<file path="config.mk">
export PLATFORM = sky130hd
export DESIGN_NAME = vc_wrr_scheduler
export DESIGN_NICKNAME = d
export VERILOG_FILES = /design/src/rtl/vc_wrr_scheduler_pkg.sv /design/src/rtl/vc_wrr_scheduler_wrr_grant_logic.sv /design/src/rtl/vc_wrr_scheduler.sv
export SDC_FILE = /design/constraint.sdc
export NUM_CORES = 1
export LEC_CHECK = 0
export BUFFER_PORTS_ARGS = -buffer_cell sky130_fd_sc_hd__buf_4
export CAP_MARGIN = 20
export CORE_AREA = 3 3 60 62
export CTS_BUF_LIST = sky130_fd_sc_hd__clkbuf_4
export CTS_CLUSTER_SIZE = 16
export DETAILED_ROUTE_END_ITERATION = 12
export DIE_AREA = 0 0 63 65
export GPL_ROUTABILITY_DRIVEN = 1
export PLACE_DENSITY = 0.77
export REMOVE_ABC_BUFFERS = 1
export SLEW_MARGIN = 20
export SYNTH_ARGS = -nofsm -noshare
export SYNTH_HDL_FRONTEND = slang
export SYNTH_SLANG_ARGS = --single-unit
</file>
<file path="constraint.sdc">
create_clock -name clk -period 3.5 [get_ports clk]
set_input_delay 0.525 -clock clk [delete_from_list [all_inputs] [get_ports clk]]
set_output_delay 0.525 -clock clk [all_outputs]
set_load 0.01 [all_outputs]
</file>
<file path="src/rtl/vc_wrr_scheduler_pkg.sv">
// Shared definitions for the VC scheduler slice: serve-state encoding,
// destination constants and the datapath word geometry used by the VC FIFOs,
// the VC mux and the D0/D1 demux.
package vc_wrr_scheduler_pkg;

  // Datapath word geometry shared across the slice.
  localparam int VC_DATA_W   = 6;
  localparam int VC_DEST_BIT = 4;
  localparam int VC_WEIGHT_W = 3;
  localparam int VC_CNT_W    = 8;

  // Destination encoding of the word's destination bit.
  localparam logic DEST_D0 = 1'b0;
  localparam logic DEST_D1 = 1'b1;

  // Which VC currently owns the turn; the encoding doubles as the VC index.
  typedef enum logic {
    SERVE_VC0 = 1'b0,
    SERVE_VC1 = 1'b1
  } serve_e;

  // The VC that is not s.
  function automatic serve_e other_vc(input serve_e s);
    return (s == SERVE_VC0) ? SERVE_VC1 : SERVE_VC0;
  endfunction

endpackage

</file>
<file path="src/rtl/vc_wrr_scheduler_wrr_grant_logic.sv">
// Combinational core of the weighted round-robin scheduler: per-VC
// eligibility (empty, enable, destination backpressure), the work-conserving
// grant choice, and the next turn owner / run length.
module wrr_grant_logic
  import vc_wrr_scheduler_pkg::*;
#(
  parameter int WEIGHT_W = VC_WEIGHT_W
) (
  input  logic                i_enable,
  input  logic                i_vc0_empty,
  input  logic                i_vc1_empty,
  input  logic                i_vc0_dest,
  input  logic                i_vc1_dest,
  input  logic                i_d0_pause,
  input  logic                i_d1_pause,
  input  logic [WEIGHT_W-1:0] i_weight_vc0,
  input  logic [WEIGHT_W-1:0] i_weight_vc1,
  input  serve_e              i_cur,
  input  logic [WEIGHT_W-1:0] i_cnt,
  output logic                o_grant,
  output serve_e              o_grant_vc,
  output serve_e              o_next_cur,
  output logic [WEIGHT_W-1:0] o_next_cnt
);

  localparam logic [WEIGHT_W-1:0] ONE = {{(WEIGHT_W-1){1'b0}}, 1'b1};

  logic                w_pause_vc0;
  logic                w_pause_vc1;
  logic                w_elig_vc0;
  logic                w_elig_vc1;
  logic [WEIGHT_W-1:0] w_weff_vc0;
  logic [WEIGHT_W-1:0] w_weff_vc1;
  logic                w_elig_cur;
  logic                w_elig_other;
  logic [WEIGHT_W:0]   w_run;
  logic [WEIGHT_W-1:0] w_weff_sel;

  // Each VC is held off by the pause flag of the FIFO its head word targets.
  assign w_pause_vc0 = (i_vc0_dest == DEST_D1) ? i_d1_pause : i_d0_pause;
  assign w_pause_vc1 = (i_vc1_dest == DEST_D1) ? i_d1_pause : i_d0_pause;
  assign w_elig_vc0  = i_enable & ~i_vc0_empty & ~w_pause_vc0;
  assign w_elig_vc1  = i_enable & ~i_vc1_empty & ~w_pause_vc1;

  // A zero weight still grants one word per turn so a VC is never starved.
  assign w_weff_vc0 = (i_weight_vc0 == '0) ? ONE : i_weight_vc0;
  assign w_weff_vc1 = (i_weight_vc1 == '0) ? ONE : i_weight_vc1;

  assign w_elig_cur   = (i_cur == SERVE_VC0) ? w_elig_vc0 : w_elig_vc1;
  assign w_elig_other = (i_cur == SERVE_VC0) ? w_elig_vc1 : w_elig_vc0;

  // Grant select and turn/run update; holding state is the default.
  always_comb begin
    // NOTE: every output gets a default first so no path can infer a latch.
    o_grant    = 1'b0;
    o_grant_vc = i_cur;
    o_next_cur = i_cur;
    o_next_cnt = i_cnt;
    w_run      = '0;
    w_weff_sel = w_weff_vc0;

    if (w_elig_cur) begin
      o_grant    = 1'b1;
      o_grant_vc = i_cur;
    end else if (w_elig_other) begin
      o_grant    = 1'b1;
      o_grant_vc = other_vc(i_cur);
    end

    if (o_grant) begin
      // A grant to the non-owner starts a fresh run of length one.
      w_run      = (o_grant_vc == i_cur) ? ({1'b0, i_cnt} + 1'b1) : {1'b0, ONE};
      w_weff_sel = (o_grant_vc == SERVE_VC1) ? w_weff_vc1 : w_weff_vc0;
      if (w_run >= {1'b0, w_weff_sel}) begin
        o_next_cur = other_vc(o_grant_vc);
        o_next_cnt = '0;
      end else begin
        o_next_cur = o_grant_vc;
        o_next_cnt = w_run[WEIGHT_W-1:0];
      end
    end
  end

endmodule

</file>
<file path="src/rtl/vc_wrr_scheduler.sv">
// Weighted round-robin scheduler draining VC0/VC1 into the shared D0/D1 path.
// Pops are combinational from the current head words; the popped word is
// registered and presented to the demux one cycle later.
module vc_wrr_scheduler
  import vc_wrr_scheduler_pkg::*;
#(
  parameter int DATA_W   = VC_DATA_W,
  parameter int DEST_BIT = VC_DEST_BIT,
  parameter int WEIGHT_W = VC_WEIGHT_W,
  parameter int CNT_W    = VC_CNT_W
) (
  input  logic                clk,
  input  logic                reset,
  input  logic                enable,
  input  logic [WEIGHT_W-1:0] weight_vc0,
  input  logic [WEIGHT_W-1:0] weight_vc1,
  input  logic                vc0_empty,
  input  logic                vc1_empty,
  input  logic [DATA_W-1:0]   vc0_head,
  input  logic [DATA_W-1:0]   vc1_head,
  input  logic                d0_pause,
  input  logic                d1_pause,
  output logic                pop_vc0,
  output logic                pop_vc1,
  output logic [DATA_W-1:0]   data_out,
  output logic                valid_out,
  output logic                grant_vc,
  output logic                idle,
  output logic [CNT_W-1:0]    grants_vc0,
  output logic [CNT_W-1:0]    grants_vc1
);

  serve_e              r_cur;
  logic [WEIGHT_W-1:0] r_cnt;
  logic [DATA_W-1:0]   r_data;
  logic                r_valid;
  serve_e              r_grant_vc;
  logic [CNT_W-1:0]    r_grants_vc0;
  logic [CNT_W-1:0]    r_grants_vc1;

  logic                w_grant;
  serve_e              w_grant_vc;
  serve_e              w_next_cur;
  logic [WEIGHT_W-1:0] w_next_cnt;
  logic                w_sched_en;

  // Reset suppresses pops in the same cycle, not just from the next edge.
  assign w_sched_en = enable & ~reset;

  wrr_grant_logic #(
    .WEIGHT_W (WEIGHT_W)
  ) u_grant (
    .i_enable     (w_sched_en),
    .i_vc0_empty  (vc0_empty),
    .i_vc1_empty  (vc1_empty),
    .i_vc0_dest   (vc0_head[DEST_BIT]),
    .i_vc1_dest   (vc1_head[DEST_BIT]),
    .i_d0_pause   (d0_pause),
    .i_d1_pause   (d1_pause),
    .i_weight_vc0 (weight_vc0),
    .i_weight_vc1 (weight_vc1),
    .i_cur        (r_cur),
    .i_cnt        (r_cnt),
    .o_grant      (w_grant),
    .o_grant_vc   (w_grant_vc),
    .o_next_cur   (w_next_cur),
    .o_next_cnt   (w_next_cnt)
  );

  assign pop_vc0 = w_grant & (w_grant_vc == SERVE_VC0);
  assign pop_vc1 = w_grant & (w_grant_vc == SERVE_VC1);

  // Turn owner and run length; they only move when something is granted.
  always_ff @(posedge clk) begin
    if (reset) begin
      // NOTE: state registers use non-blocking assignment so every flop samples pre-edge values.
      r_cur <= SERVE_VC0;
      r_cnt <= '0;
    end else if (w_grant) begin
      r_cur <= w_next_cur;
      r_cnt <= w_next_cnt;
    end
  end

  // Output word register; the in-flight word is dropped on reset.
  always_ff @(posedge clk) begin
    if (reset) begin
      // NOTE: the data register is reset too because downstream sees data_out = 0 after reset.
      r_data     <= '0;
      r_valid    <= 1'b0;
      r_grant_vc <= SERVE_VC0;
    end else begin
      r_valid <= w_grant;
      if (w_grant) begin
        r_data     <= (w_grant_vc == SERVE_VC1) ? vc1_head : vc0_head;
        r_grant_vc <= w_grant_vc;
      end
    end
  end

  // Wrapping per-VC grant counters for the control FSM.
  always_ff @(posedge clk) begin
    if (reset) begin
      r_grants_vc0 <= '0;
      r_grants_vc1 <= '0;
    end else begin
      if (pop_vc0) r_grants_vc0 <= r_grants_vc0 + 1'b1;
      if (pop_vc1) r_grants_vc1 <= r_grants_vc1 + 1'b1;
    end
  end

  assign data_out   = r_data;
  assign valid_out  = r_valid;
  assign grant_vc   = r_grant_vc;
  assign grants_vc0 = r_grants_vc0;
  assign grants_vc1 = r_grants_vc1;
  assign idle       = vc0_empty & vc1_empty & ~r_valid;

endmodule

</file>
==> results.md, run 1 <==
* Yosys top cell by area: dfxtp_1
* Hold/Removal Path Class: input pin to flop
* Crit end category: flop
* Number of synthesized flops with an enable pin at 0
* Cell internal pwr at 494 µW
* R2R setup slack at 0.93 ns
* First-pass GRT wire length at 6110 µm
* Final setup fails at 0
* Dominant synthesized flop cell: dfxtp_1
* Sink Count at 28
* # H-tree levels at 1
* Asr flop ratio synth at 0%
* Initial antenna violation count at 0
* Final Critical Period at 2.71 ns
* Initial Utilization at 50.0%
* Critical path's top delay family: compound AO/OA/AOI/OAI gates
* CTS tree: yes
* Synthesized instance count at 180
* Placer Congestion at 0.785
* Vias in the first global route at 1,415
* Placed instance count at 275
* HPWL after detailed placement at 2750 µm
* Post-route antenna net violation count at 0
* Hold Buf Count CTS at 0
* Worst Path Required at 3.75 ns
* Top post-synthesis cells by area: dfxtp_1 (36%), nor2_1 (6.3%), mux2i_1 (5.9%), ha_1 (4.9%), xnor2_1 (4.6%)
* Die H at 65 µm
* Post-CTS Setup Inserts at 0
* Switching pwr at 150 µW
* Drt wl/cell at 12.5 µm
* Gate power share at 15.8%
* Die X at 63 µm
* ANT cells at 0
* Sequential fraction of design power at 51.8%
* Slew @ Worst Pin at 0.516 ns
* Die footprint at 0.00410 mm²
* Hold Fails Final Rpt at 0
* Worst skew pair latency at 0.33 ns
* Status: finished clean
* Fillers at 279
* Layout net count at 267
* Vias at 1,493
* VDD IR-drop max at 197 µV
* Overall routing resource usage at 18.1%
* CP Data Arrival Time at 2.96 ns
* CP bufs+invs at 1
* Cell Count, Final, Fillers Out at 279
* 1st-iter DRT viols at 49
* Multi-input logic area at 927 µm²
* Slew Limit Fails at 0
* Bufs on Longest Clock Path at 2
* # rows at 20
* IO Port Bufs at 51
* Avg Cell Area, Syn at 8.55 µm²
* RSZ-0062 raised after global routing: no
* Pwr dens at 315 mW/mm²
* Syn-to-layout area delta at 32.7%
* Fin crit share at 77.5%
* Top cell type's share of synthesized area at 36.4%
* CP Max Fanout at 6
* DRT Wirelength at 3500 µm
* Core area at 0.00308 mm²
* Sw Share at 23.3%
* Warnings from Yosys at 0
* Global route overflow at 0
* Via density at 5.35
* Post-synthesis sequential area ratio at 36.4%
* Register Area at 561 µm²
* Seq cells post-synth at 28
* Setup Skew at 0.00685 ns
* Total of max-cap violations at 0
* CTS buffer count at 3
* Gates resized, CTS repair at 0
* Startpoint Class: input pin
* TNS Setup at 0 ns
* Area of the mapped netlist at 0.00154 mm²
* Setup CP Type: input pin to flop
* Crit-path cells: buf_4 -> or3b_4 -> a211oi_1 -> a22oi_1 -> and2_1 -> ha_1 -> a21oi_1 -> o21a_1 -> and2_1 -> o21ai_0 -> a211oi_1
* Ratio of cells with drive above 1 in the final layout at 28.5%
* DR DRC count at 0
* Leakage power at 0.000877 µW
* Top Ports at 52
* Yosys cell types at 40
* Clock network fraction of design power at 32.4%
* Max Fclk at 369 MHz
* CTS clk-pin slew, worst paths at 0.14 ns
* CTS root buffer: clkbuf_4
* Slowest-stage cell, CP: or3b_4
* Largest net degree at the start of global routing at 27
* Critical Path Max Stage Delay at 0.42 ns
* Relative slew slack at 65.6%
* Initial DRT Pass Iterations at 4
final timing paths:
path,end,depth (start not counted),startpoint
setup / recovery,r_cur,11,reset
setup reg to reg,r_cur,9,r_cur
hold reg to reg,grant_vc,2,grant_vc
hold / removal,r_cur,2,reset
flip-flops by register name, summed over array words and instances, names as in the netlist:
register,cells
grants_vc0,8
grants_vc1,8
data_out,6
r_cnt,3
grant_vc,1
r_cur,1
valid_out,1
per-layer routing:
metal | track usage [%] | vias up | wire, µm
met3 | 2.60 | 2 | 174
li1 | - | 760 | -
met1 | 22.1 | 691 | 1570
met4 | 5.23 | 0 | 13
met5 | 0 | - | 0
met2 | 32.8 | 40 | 1740
per-stage QoR:
step | setup WS, ns | hold slack (ns) | power (µW) | area [µm²] | utilization [%]
after floorplan | 0.642 | 0.465 | 387 | 1510 | -
after global placement | 0.511 | 0.446 | 442 | 1990 | 64.6
after detailed placement | 0.461 | 0.458 | 443 | 1990 | 64.6
after CTS | 0.811 | 0.404 | 651 | 2040 | 66.3
after global routing | 0.642 | 0.388 | 676 | 2040 | 66.3
final | 0.788 | 0.416 | 644 | 2040 | 66.3
area by class of cell:
class                   count  area share [%]
clock inverters             1            1.47
flip-flops and latches     28            27.5
multi-input cells         141            45.4
well taps                  44            2.70
repair buffers             57            21.0
inverters                   5           0.919
clock buffers               3            1.10
logic make-up (layout without fill, tap and decap cells):
group / after synthesis / count (layout) / share of synthesized area, %
fa+ha+maj: 7 / 7 / 5.53
flops: 28 / 28 / 36.4
xor+xnor: 13 / 13 / 7.40
mux: 11 / 11 / 7.32
buf+inv: 11 / 66 / 3.33
simple gates: 80 / 80 / 25.3
compound gates: 30 / 30 / 14.7
Yosys cell counts, types with 2 or more instances:
cell,number
a2111oi_0,2
a2111oi_1,2
a211oi_1,2
a21oi_1,10
and2_1,4
buf_2,2
clkbuf_1,3
dfxtp_1,28
ha_1,6
inv_1,5
mux2_2,2
mux2i_1,9
nand2_1,17
nand3_1,6
nand4_1,2
nand4b_1,2
nor2_1,26
nor3_1,11
nor4_1,4
o21ai_0,5
or3_1,2
xnor2_1,8
xor2_1,5
cells in the final DEF, fill, tap and decap left out, types with 4 or more instances in the layout:
cell / count
nand2_1: 17
o21ai_0: 5
mux2i_1: 9
nor4_1: 4
a21oi_1: 10
xor2_1: 5
nor3_1: 11
xnor2_1: 8
ha_1: 6
and2_1: 4
nor2_1: 26
nand3_1: 6
dfxtp_1: 28
buf_4: 57
inv_1: 5
power groups by stage:
stage / clock network (µW) / registers (µW) / logic [µW]
6_report: 209 / 334 / 102
5_1_grt: 227 / 335 / 113
4_1_cts: 215 / 334 / 103
3_5_place_dp: 0 / 341 / 102
3_3_place_gp: 0 / 341 / 101
2_1_floorplan: 0 / 342 / 45.3
Power figures use the tool's default switching activity.
==> run 2: changes to the inputs <==
ABC_AREA = 1   (was unset)
CORE_AREA = 3 3 61 63   (was 3 3 60 62)
DIE_AREA = 0 0 64 66   (was 0 0 63 65)
PLACE_DENSITY = 0.76   (was 0.77)
clock period = 2.5 ns   (was 3.5 ns; I/O delays follow)
==> run 2 against run 1 <==
Synthesized area increased by 3.3%; final cell count grew 17%; non-clock buffer count down 1; via count up 5.7%; sequential power increased by 40%; critical path type is now flop to flop; critical endpoint unchanged; largest cell class unchanged; largest power group unchanged; highest routed layer is now met3.
==> results.md, run 2 <==
* Status: finished clean
* CP Data Arrival Time at 2.44 ns (-0.52 ns)
* Top cell type's share of synthesized area at 35.3% (-1.1 points)
* Seq cells post-synth at 28 (unchanged)
* CTS root buffer: clkbuf_4
* Switching pwr at 207 µW (+38%)
* Post-synthesis sequential area ratio at 35.3% (-1.1 points)
* Adder-Cell Fraction of Synth Area at 4.72% (-0.80 points)
* Most common cell in the synthesized netlist: nand2_1
* Overall routing resource usage at 17.6% (-0.47 points)
* Final Instance Area at 0.00206 mm² (+0.86%)
* Hold Fails Final Rpt at 0 (unchanged)
* RSZ-0062 raised after global routing: no
* Cell internal pwr at 587 µW (+19%)
* Most frequent cells in the layout: nand2_1 (60), buf_4 (56), inv_1 (29)
* Syn-to-layout area delta at 29.6%
* Sequential fraction of design power at 58.8% (+7.0 points)
* CTS clk-pin slew, worst paths at 0.13 ns (about the same)
* TNS Setup at 0 ns (unchanged)
* Via density at 4.84 (-9.5%)
* IO Port Bufs at 51 (unchanged)
* Mux share of post-synthesis cell area at 1.26% (-6.1 points)
* Sink Count at 28 (unchanged)
* Crit end category: flop
* Vias at 1,578 (+5.7%)
* Worst skew pair latency at 0.31 ns (-0.02 ns)
* ANT cells at 0 (unchanged)
* Startpoint Class: flop
* Most common library cell in the layout ignoring fill and taps: nand2_1
* Final setup fails at 0 (unchanged)
* Setup ws final at 0.282 ns (-0.506 ns)
* Fillers at 324 (+16%)
* Xor/xnor share of the synthesized area at 1.65% (-5.7 points)
* Total of max-cap violations at 0 (unchanged)
* DR DRC count at 0 (unchanged)
* Relative slew slack at 77.3% (+12 points)
* Hold Buf Count CTS at 0 (unchanged)
* Core area at 0.00328 mm² (+6.7%)
* Die X at 64 µm (+1.6%)
* CTS tree: yes
* HPWL after detailed placement at 2890 µm (+5.2%)
* 1st-iter DRT viols at 55 (+12%)
* Synthesized instance count at 225 (+25%)
* Initial Utilization at 48.4% (-1.6 points)
* Yosys cell types at 32 (-20%)
* Leakage power at 0.000960 µW (+9.5%)
* Setup Skew at 0.00785 ns (+0.00100 ns)
* Largest family of logic cells by synthesized area: simple AND/OR/NAND/NOR gates
* Asr flop ratio synth at 0% (unchanged)
* DRT Wirelength at 3620 µm (+3.5%)
* Die H at 66 µm (+1.5%)
* CTS buffer count at 3 (unchanged)
* VDD IR-drop max at 330 µV (+68%)
* Post-route antenna net violation count at 0 (unchanged)
* Layout net count at 313 (+17%)
* Largest net degree at the start of global routing at 17 (-37%)
* Pwr dens at 385 mW/mm² (+22%)
* Pre-CTS WS at 0.00613 ns (-0.455 ns)
* Top post-synthesis cells by area: dfxtp_1 (35%), nand2_1 (14%), inv_1 (6.9%), a21oi_1 (5.4%), nand3_1 (5.0%)
* Vias in the first global route at 1,393 (-1.6%)
* Compound-cell area share of the yosys netlist at 13.1% (-1.6 points)
* Area of the mapped netlist at 0.00159 mm² (+3.3%)
* Gates resized, CTS repair at 0 (unchanged)
* Ratio of cells with drive above 1 in the final layout at 27.1% (-1.4 points)
* Dominant synthesized flop cell: dfxtp_1
* Placement Cell Area at 0.00204 mm² (+2.4%)
* Final Critical Period at 2.22 ns
* Global route overflow at 0 (unchanged)
* Max Fclk at 451 MHz
* Post-CTS Setup Inserts at 0 (unchanged)
* Gate power share at 19.5% (+3.7 points)
* Post-Synth Simple-Gate Area at 34.2% (+8.9 points)
* Worst Path Required at 2.72 ns (-1.03 ns)
* Synth top cells by count: nand2_1 (60), inv_1 (29), dfxtp_1 (28)
* Fin crit share at 88.7%
* Number of synthesized flops with an enable pin at 0 (unchanged)
* Die footprint at 0.00422 mm² (+3.2%)
* # H-tree levels at 1 (unchanged)
* Placer Congestion at 0.752 (-4.2%)
* Yosys top cell by area: dfxtp_1
* Clock network fraction of design power at 21.7% (-11 points)
* Bufs on Longest Clock Path at 2 (unchanged)
* CP Max Fanout at 5 (-1)
* Warnings from Yosys at 0 (unchanged)
* Hold/Removal Path Class: input pin to flop
* Setup CP Type: flop to flop
* Slew @ Worst Pin at 0.340 ns (-0.176 ns)
* Initial antenna violation count at 0 (unchanged)
* Sw Share at 26.0% (+2.8 points)
* First-pass GRT wire length at 6010 µm (-1.7%)
* Top Ports at 52 (unchanged)
* # rows at 21 (+5.0%)
* Initial DRT Pass Iterations at 4 (unchanged)
* Drt wl/cell at 11.1 µm (-11%)
* Slew Limit Fails at 0 (unchanged)
* Avg Cell Area, Syn at 7.06 µm² (-17%)
[run 2: changes by cell type in the layout (fill, tap and decap cells not counted), moves of 4 or more]
cell     change
a21oi_1      +7
xnor2_1      -6
and2_1       -4
xor2_1       -4
nand4_1      +4
inv_1       +24
nor3_1      -10
nand2_1     +43
o21ai_0      +5
nand3_1     +10
mux2i_1      -7
nor2_1       -8
[run 2: worst max-delay path, cell delays in order (launching register included)]
cell and delay [ns]:
dfxtp_1 0.43, inv_1 0.13, nand2_2 0.13, nand2_4 0.05
nand2_1 0.08, o21ai_0 0.09, o22ai_1 0.10, inv_1 0.06
ha_1 0.26, o21ai_0 0.16, nand2_1 0.06, a21oi_1 0.29
a21oi_1 0.12, nor2_1 0.11, nor2_1 0.04
[run 2: power groups by stage]
stage	Clock (µW)	Combinational [µW]	Sequential, µW
after floorplan	0	78.4	479
after global placement	0	154	477
after detailed placement	0	156	477
after CTS	182	156	467
after global routing	200	175	469
final	172	155	467
[run 2: worst paths after layout]
path	start	end	slack, ns	depth (start not counted)
min	vc0_head[1]	data_out[1]	0.32	3
max reg2reg	r_cur	r_cur	0.28	14
max	r_cur	r_cur	0.28	14
min reg2reg	grants_vc1[5]	grants_vc1[5]	0.48	2
[run 2: final cells by class]
cell class | count | area, µm² | area share [%]
Clock buffer | 3 | 22.5 | 1.09
Inverter | 33 | 126 | 6.14
Multi-Input combinational cell | 160 | 872 | 42.3
Sequential cell | 28 | 561 | 27.2
Tap cell | 46 | 57.6 | 2.79
Timing Repair Buffer | 56 | 420 | 20.4
[run 2: kinds of logic after synthesis]
| group | after synthesis |
|---|---|
| simple gates | 113 |
| fa+ha+maj | 6 |
| xor+xnor | 3 |
| flops | 28 |
| compound gates | 36 |
| buf+inv | 37 |
| mux | 2 |
[run 2: stage by stage]
stage               util [%]  hold slack, ns  power, µW  std cells
floorplan                  -           0.444        558        221
global placement        62.0           0.452        631        323
detailed placement      62.0           0.460        632        323
CTS                     62.7           0.310        806        326
global route            62.7           0.312        844        326
finish                  62.7           0.321        794        326
[run 2: metal layers]
metal  vias up  part of all wire (%)  routed length (µm)  track usage [%]
met3         0                   4.5                 162             3.91
li1        841                     -                   -                -
met4         0                     0                   0             3.77
met2        39                    47                1690             29.9
met5         -                     0                   0                0
met1       698                    49                1760             22.8
==> run 3: changes to the inputs <==
ABC_AREA = unset   (was 1)
CORE_AREA = 3 3 60 62   (was 3 3 61 63)
CTS_CLUSTER_DIAMETER = 30   (was unset)
DIE_AREA = 0 0 63 65   (was 0 0 64 66)
PLACE_DENSITY = 0.77   (was 0.76)
==> run 3 against run 2 <==
Count of clock-buffer cells in the layout stayed put; die area is 3.1% lower; clock power is 5% higher; clock skew is 0.0068 ns lower; combinational power is 8% higher; sequential power hardly changed; register-to-register slack worse by 0.03 ns; flip-flop and latch count stayed put; core utilization is 6.5 points higher; wire length is 2.3% higher; largest power group unchanged.
==> results.md, run 3 (synthesis gave the netlist of run 1 again) <==
* TNS Setup at 0 ns (unchanged)
* CP Data Arrival Time at 2.63 ns (+0.19 ns)
* IO Port Bufs at 51 (unchanged)
* Die H at 65 µm (-1.5%)
* Crit. Startpoint: reset
* Worst skew pair latency at 0.32 ns (about the same)
* Top Ports at 52 (unchanged)
* Placement Cell Area at 0.00207 mm² (+1.7%)
* Overall routing resource usage at 18.4% (+0.76 points)
* Crit end category: flop
* Ratio of cells with drive above 1 in the final layout at 33.7% (+6.6 points)
* Placed instance count at 286 (-11%)
* Initial DRT Pass Iterations at 4 (unchanged)
* Slowest-stage cell, CP: or3b_4
* CP bufs+invs at 2 (unchanged)
* Critical Path Max Stage Delay at 0.42 ns (about the same)
* Global route overflow at 0 (unchanged)
* # rows at 20 (-4.8%)
* Final Power at 813 µW (+2.4%)
* Most common library cell in the layout ignoring fill and taps: buf_4
* CP Max Fanout at 6 (+1)
* Hold Fails Final Rpt at 0 (unchanged)
* Most frequent cells in the layout: buf_4 (69), dfxtp_1 (28), nor2_1 (26)
* Die X at 63 µm (-1.6%)
* Cell Count, Final, Fillers Out at 290 (-11%)
* Crit-path cells: buf_4 -> or3b_4 -> a211oi_4 -> a22oi_2 -> buf_4 -> and2_1 -> ha_1 -> a21oi_1 -> o21a_1 -> and2_1 -> o21ai_0 -> a211oi_1
* Max Fclk at 420 MHz (-6.9%)
* Syn-to-layout area delta at 38.5%
* Final Instance Area at 0.00213 mm² (+3.5%)
* Hold/Removal Path Class: input pin to flop
* Hold Buf Count CTS at 0 (unchanged)
* Reg-to-reg startpoint: r_cur
* VDD IR-drop max at 318 µV (-3.7%)
* Worst Path Required at 2.75 ns (+0.03 ns)
* Via density at 5.26 (+8.6%)
* Slew @ Worst Pin at 0.507 ns (+0.167 ns)
* Sink Count at 28 (unchanged)
* Setup Skew at 0.00104 ns (-0.00681 ns)
* Hold path start: vc1_head[0]
* Final setup fails at 0 (unchanged)
* HPWL after detailed placement at 2840 µm (-1.7%)
* Final Critical Period at 2.38 ns (+0.163 ns)
* Bufs on Longest Clock Path at 2 (unchanged)
* ANT cells at 0 (unchanged)
* Placer Congestion at 0.870 (+16%)
* Fin crit share at 95.2% (+6.5 points)
* CTS tree: yes
* Die footprint at 0.00410 mm² (-3.1%)
* Status: finished clean
* CTS root buffer: clkbuf_4
* Layout net count at 279 (-11%)
* DR DRC count at 0 (unchanged)
* Drt wl/cell at 12.8 µm (+15%)
* Critical path's top delay family: compound AO/OA/AOI/OAI gates
* Slew Limit Fails at 0 (unchanged)
* Core area at 0.00308 mm² (-6.3%)
* CTS buffer count at 3 (unchanged)
* Pwr dens at 381 mW/mm² (-1.1%)
* Vias in the first global route at 1,458 (+4.7%)
* # H-tree levels at 1 (unchanged)
* 1st-iter DRT viols at 31 (-44%)
* DRT Wirelength at 3700 µm (+2.3%)
* Setup CP Type: input pin to flop
* Total of max-cap violations at 0 (unchanged)
* Relative slew slack at 66.2% (-11 points)
* First-pass GRT wire length at 6200 µm (+3.2%)
* Startpoint Class: input pin
* Initial Utilization at 50.0% (+1.6 points)
* Vias at 1,524 (-3.4%)
* Leakage power at 0.000927 µW (-3.5%)
* Initial antenna violation count at 0 (unchanged)
* Final Util at 69.2% (+6.5 points)
* CTS clk-pin slew, worst paths at 0.14 ns (about the same)
* Post-route antenna net violation count at 0 (unchanged)
* Largest net degree at the start of global routing at 21 (+4)
run 3: cell types whose count changed in the layout (fill, tap and decap cells not counted), sizes merged, moves of 5 or more:
cell,delta
inv,-28
nand2,-45
o21ai,-6
xnor2,+6
buf,+13
nand3,-13
a21oi,-9
nor3,+9
nor2,+5
mux2i,+7
a2111oi,+5
run 3: path summary, 6_finish.rpt:
kind                            slack [ns]  cells after the start           to
worst min-delay path                  0.34                      3  data_out[0]
worst max-delay path                  0.12                     12        r_cur
worst min register to register        0.48                      2     grant_vc
worst max register to register        0.25                     10        r_cur
run 3: tightest hold or removal path, cell delays in order:
cell       delay (ns)
buf_4            0.11
nor2_1           0.08
a2111oi_0        0.06
run 3: repair_timing:
item | in CTS | in global routing
buffers inserted | 0 | 1
gates resized for setup | 1 | 5
setup endpoints to repair | 1 | 3
pin swaps | 0 | 1
run 3: through the flow:
stage / hold slack [ns] / setup WS, ns
after floorplan: 0.444 / -0.208
after global placement: 0.455 / -0.218
after detailed placement: 0.457 / -0.375
after CTS: 0.326 / 0.0178
after global routing: 0.344 / -0.0322
final: 0.339 / 0.119
run 3: layout make-up:
type	instances	area (µm²)
Multi-Input combinational cell	141	956
Fill cell	274	947
Sequential cell	28	561
Timing Repair Buffer	69	518
Tap cell	44	55.1
Clock buffer	3	22.5
Inverter	5	18.8
run 3: power by group:
group / switching (µW) / total (µW) / internal [µW]
Sequential: 7.91 / 465 / 457
Combinational: 80.0 / 168 / 87.7
Clock: 124 / 180 / 56.4
Total: 212 / 813 / 601
run 3: per-layer routing:
| layer | track usage [%] | part of all wire (%) |
|---|---|---|
| met4 | 6.06 | 0.84 |
| met2 | 31.8 | 51 |
| met5 | 0 | 0 |
| met1 | 22.4 | 43 |
| met3 | 4.33 | 4.9 |
